### src/rtl/pipe_fetch.sv
// Instruction-fetch stage: owns the PC, reads one word per PC over a req/ack
// handshake and hands pc4/ins to the IF/ID register under a write strobe.
module pipe_fetch #(
    parameter logic [31:0] RESET_PC   = 32'h0000_0000,
    parameter int          WAIT_LIMIT = 16
) (
    input  logic        clk,
    input  logic        clrn,
    input  logic        wpcir,
    input  logic [1:0]  pcsource,
    input  logic [31:0] bpc,
    input  logic [31:0] rpc,
    input  logic [31:0] jpc,
    output logic        imem_req,
    output logic [31:0] imem_addr,
    input  logic        imem_ack,
    input  logic [31:0] imem_rdata,
    output logic [31:0] pc,
    output logic [31:0] pc4,
    output logic [31:0] ins,
    output logic        ins_valid,
    output logic        ifid_we,
    output logic        imem_err
);

    localparam int CW = (WAIT_LIMIT < 1) ? 1 : $clog2(WAIT_LIMIT + 1);

    typedef enum logic {S_FETCH, S_READY} state_t;

    state_t          r_state;
    state_t          w_next;
    logic [31:0]     r_pc;
    logic [31:0]     r_ins;
    logic [CW-1:0]   r_cnt;
    logic            r_err;
    logic            w_ack;
    logic            w_adv;
    logic            w_wait;
    logic [31:0]     w_pc4;
    logic [31:0]     w_sel;
    logic [31:0]     w_npc;

    assign w_pc4  = r_pc + 32'd4;
    assign w_ack  = (r_state == S_FETCH) && imem_ack;
    assign w_wait = (r_state == S_FETCH) && !imem_ack;
    assign w_adv  = (r_state == S_READY) && wpcir;

    always_ff @(posedge clk) begin
        if (!clrn) r_state <= S_FETCH;
        else       r_state <= w_next;
    end

    always_comb begin
        w_next = r_state;
        case (r_state)
            S_FETCH: if (imem_ack) w_next = S_READY;
            S_READY: if (wpcir)    w_next = S_FETCH;
            default:               w_next = S_FETCH;
        endcase
    end

    always_comb begin
        w_sel = w_pc4;
        case (pcsource)
            2'b00:   w_sel = w_pc4;
            2'b01:   w_sel = bpc;
            2'b10:   w_sel = rpc;
            default: w_sel = jpc;
        endcase
    end

    // Targets are word-aligned; a misaligned jr register value is truncated.
    assign w_npc = {w_sel[31:2], 2'b00};

    always_ff @(posedge clk) begin
        if (!clrn) begin
            r_pc  <= {RESET_PC[31:2], 2'b00};
            r_ins <= '0;
            r_cnt <= '0;
            r_err <= 1'b0;
        end else begin
            if (w_ack) r_ins <= imem_rdata;
            if (w_adv) begin
                r_pc  <= w_npc;
                r_cnt <= '0;
            end
            // Counter saturates at the limit; the request is never dropped.
            if (w_wait) begin
                if (r_cnt != CW'(WAIT_LIMIT)) r_cnt <= r_cnt + CW'(1);
                if (r_cnt >= CW'(WAIT_LIMIT - 1)) r_err <= 1'b1;
            end
        end
    end

    assign imem_req  = clrn && (r_state == S_FETCH);
    assign imem_addr = r_pc;
    assign pc        = r_pc;
    assign pc4       = w_pc4;
    assign ins       = r_ins;
    assign ins_valid = (r_state == S_READY);
    assign ifid_we   = ins_valid & wpcir;
    assign imem_err  = r_err;

endmodule

### config.mk
export PLATFORM = sky130hd
export DESIGN_NAME = pipe_fetch
export DESIGN_NICKNAME = d
export VERILOG_FILES = /design/src/rtl/pipe_fetch.sv
export SDC_FILE = /design/constraint.sdc
export NUM_CORES = 1
export LEC_CHECK = 0
export CAP_MARGIN = 15
export CORE_MARGIN = 4
export CORE_UTILIZATION = 36
export CTS_BUF_LIST = sky130_fd_sc_hd__clkbuf_8
export DETAILED_ROUTE_END_ITERATION = 7
export PLACE_DENSITY = 0.82
export SLEW_MARGIN = 20
export SYNTH_ARGS = -nofsm -noshare
export SYNTH_HDL_FRONTEND = slang
export SYNTH_SLANG_ARGS = --single-unit
### constraint.sdc
create_clock -name clk -period 1.85 [get_ports clk]
set_input_delay 0.2775 -clock clk [delete_from_list [all_inputs] [get_ports clk]]
set_output_delay 0.2775 -clock clk [all_outputs]
set_load 0.1 [all_outputs]
==> impl_metrics.ini <==
[status]
status = finished with violations
violations = negative setup slack

[synth]
ys_ff_latch = 69
async_reset_ff_share_pct = 0
yosysWarnings = 0
synth-edff-count = 0
synth_top_flop_cell = dfxtp_1
syn_avg_cell_area_um2 = 8.02
synth_seq_area_share_pct = 30.2
syn_inst = 571
synth_area_um2 = 4580
yosysUniqueCellTypes = 60

[detailed_routing]
vias_per_cell = 5.64
drt_wl_total_mm = 23.6
post_drt_wl_per_cell_um = 21.8
vias = 6096
drt_iter0_drc = 435
drc = 0
dr.pass1.iters = 6
detail-route-antenna-nets = 0

[sta]
fmax_mhz = 412
finClkSkew_ns = 0.00738
fin_crit_ns = 2.43
setup_violations = 34
finalCritPeriodShare_pct = 131
maxSlewViolCount = 0
relSlewSlack_pct = 63.7
setup_ws_ns = -0.578
whs_ns = 0.456
hold_violations = 0
rsz0062_at_grt = true
worst_slew_pin_slew_ns = 0.545

[power_and_ir_drop]
peakVddDrop_mv = 0.449
p_total_mw = 5.63
p_leak_nw = 4.16
p_per_area_nw_per_um2 = 565

[critical_path]
reg2reg_slack_ns = -0.17
crit_slowest_cell = or4_4
arrival_ns = 2.15
cp-end-kind = primary output
max_stage_delay_ns = 0.47
critical_path_class = reg -> out
r2r-start = imem_addr[3]
crit_path_cell_trace = ha_4 > and3_4 > nand4_1 > buf_6 > or4_4 > nand2_8 > buf_12
r2r_cells = 9
r2r_end = imem_addr[30]
path_max_fanout = 5
cp_data_required_time_ns = 1.57
startpoint_type = flip-flop

[die]
die_x_um = 121
io_pins = 266
start_util_pct = 37.5
coreArea_um2 = 12200
die_area_um2 = 14600
die_y_um = 121
rows = 40

[layout]
fin_util_pct = 81.7
final_area_um2 = 9970
nets = 1046
diodes = 0
final_cell_mix = buf_4 (157), clkdlybuf4s50_1 (125), nand2_1 (90)
layout_commonest_cell = buf_4
stdcell_count = 1081
fillers = 662
drive_above_1_share_pct = 46.3
area_growth_pct = 118

[placement]
gp_congestion = 0.923
io_buffers = 253
placed_cells = 1038
dp_hpwl_mm = 16.2
place_area_um2 = 9180

[clock_network]
clk_latency_ns = 0.34
htree_levels = 3
clock-sinks = 69
cts_tree = built
cts_buffers = 9
cts_hold_buf = 0
path_clk_slew_ns = 0.08
clockBufferDepth = 2
clockRootBuffer = clkbuf_8

[worst_hold_path]
holdPathEnd = imem_addr[24]
hp-class = in -> reg
hold_depth = 3
min_from = clrn

[job]
drv_cap = 0

[grt]
grt_overflow = 0
grt_max_degree = 45
grt_antenna_before_repair = 0
grt_pass1_wl_mm = 33.8
grt_pass1_vias = 6349
grt.total_usage_pct = 29.4
[critical path: cells and delay by family (launching register included)]
family | cells | cell delay (ns)
flip-flops | 1 | 0.37
adder cells (fa/ha/maj) | 1 | 0.17
AND/OR/NAND/NOR | 4 | 0.93
buffers and inverters | 2 | 0.33
[power breakdown]
group / switching (mW) / internal (mW)
Clock: 0.613 / 0.660
Sequential: 0.0758 / 1.55
Combinational: 1.74 / 0.993
[cell families (layout without fill, tap and decap cells)]
logic type / count (synthesis) / after routing / share of synthesized area, %
other: 1 / 6 / 0.0819
adders and majority gates: 4 / 4 / 1.09
and+or+nand+nor: 199 / 199 / 21.2
buffers and inverters: 92 / 429 / 11.1
muxes: 32 / 32 / 8.72
AOI/OAI and AO/OA: 147 / 147 / 22.5
xor gates and xnor gates: 27 / 27 / 5.16
DFF: 69 / 69 / 30.2
[layout make-up]
type	instances	area (um2)	share of cell area [%]
multi-input combinational	415	3600	36.1
timing repair buffer	397	4430	44.4
tap	168	210	2.11
clock inverter	6	60.1	0.602
inverter	16	60.1	0.602
sequential	69	1480	14.8
clock buffer	10	138	1.38
[cell usage after synthesis, drive strengths merged, types with 3 or more instances]
| library cell | number | area share (%) |
|---|---|---|
| nand2 | 95 | 8.0 |
| dfxtp | 69 | 30 |
| buf | 47 | 7.4 |
| a21boi | 38 | 6.2 |
| o21ai | 33 | 3.6 |
| nor2 | 31 | 2.5 |
| clkbuf | 29 | 2.4 |
| a21oi | 19 | 2.1 |
| xnor2 | 16 | 3.1 |
| inv | 15 | 1.2 |
| nand3 | 15 | 1.7 |
| mux2i | 14 | 3.1 |
| mux2 | 13 | 3.2 |
| xor2 | 11 | 2.1 |
| nand4 | 9 | 1.6 |
| nor3 | 8 | 0.87 |
| o221ai | 8 | 1.5 |
| o2bb2ai | 8 | 1.5 |
| nor2b | 7 | 0.96 |
| nor4 | 7 | 1.1 |
| o31ai | 7 | 1.3 |
| a22oi | 6 | 0.98 |
| and3 | 5 | 0.71 |
| and4 | 5 | 1.1 |
| mux4 | 5 | 2.5 |
| o211ai | 5 | 0.82 |
| ha | 4 | 1.1 |
| or4 | 4 | 0.82 |
| a21o | 3 | 0.52 |
| a221o | 3 | 0.66 |
| a22o | 3 | 0.57 |
| nand2b | 3 | 0.41 |
| o22ai | 3 | 0.41 |
| or3 | 3 | 0.41 |
[how the worst max path moves through the flow]
stage                       start  endpoint  slack [ns]  cells past startpoint
finish               imem_addr[3]   pc4[24]       -0.58                      7
global route         imem_addr[2]   pc4[16]       -0.63                      7
CTS                  imem_addr[3]   pc4[20]       -0.57                      6
detailed placement   imem_addr[2]   pc4[20]       -0.20                      6
global placement     imem_addr[3]   pc4[29]       -0.17                      6
floorplan           imem_addr[10]   pc4[27]       -0.73                      5
[repair_timing]
| item | in CTS | in global routing |
|---|---|---|
| setup endpoints to repair | 30 | 41 |
| gates cloned | 0 | 0 |
| pin swaps | 39 | 37 |
| gates resized for setup | 52 | 38 |
| buffers inserted | 23 | 14 |
[through the flow]
step	setup WS (ns)	TNS (ns)
floorplan	-0.734	-15.71
global placement	-0.170	-2.66
detailed placement	-0.197	-3.43
CTS	-0.574	-9.07
global route	-0.634	-12.89
finish	-0.578	-10.94
[state kept, by name, summed over array words and instances, names as in the netlist]
signal,flops
imem_addr,30
imem_err,1
ins,32
ins_valid,1
r_cnt,5
[layer usage]
layer,track usage [%],up-vias,wire [um]
met5,0,-,0
met4,14.5,0,1470
met3,10.1,125,2500
met2,53.0,465,11600
met1,30.3,2847,8020
li1,-,2659,-
Note: power is estimated with default switching activity, not from simulation.
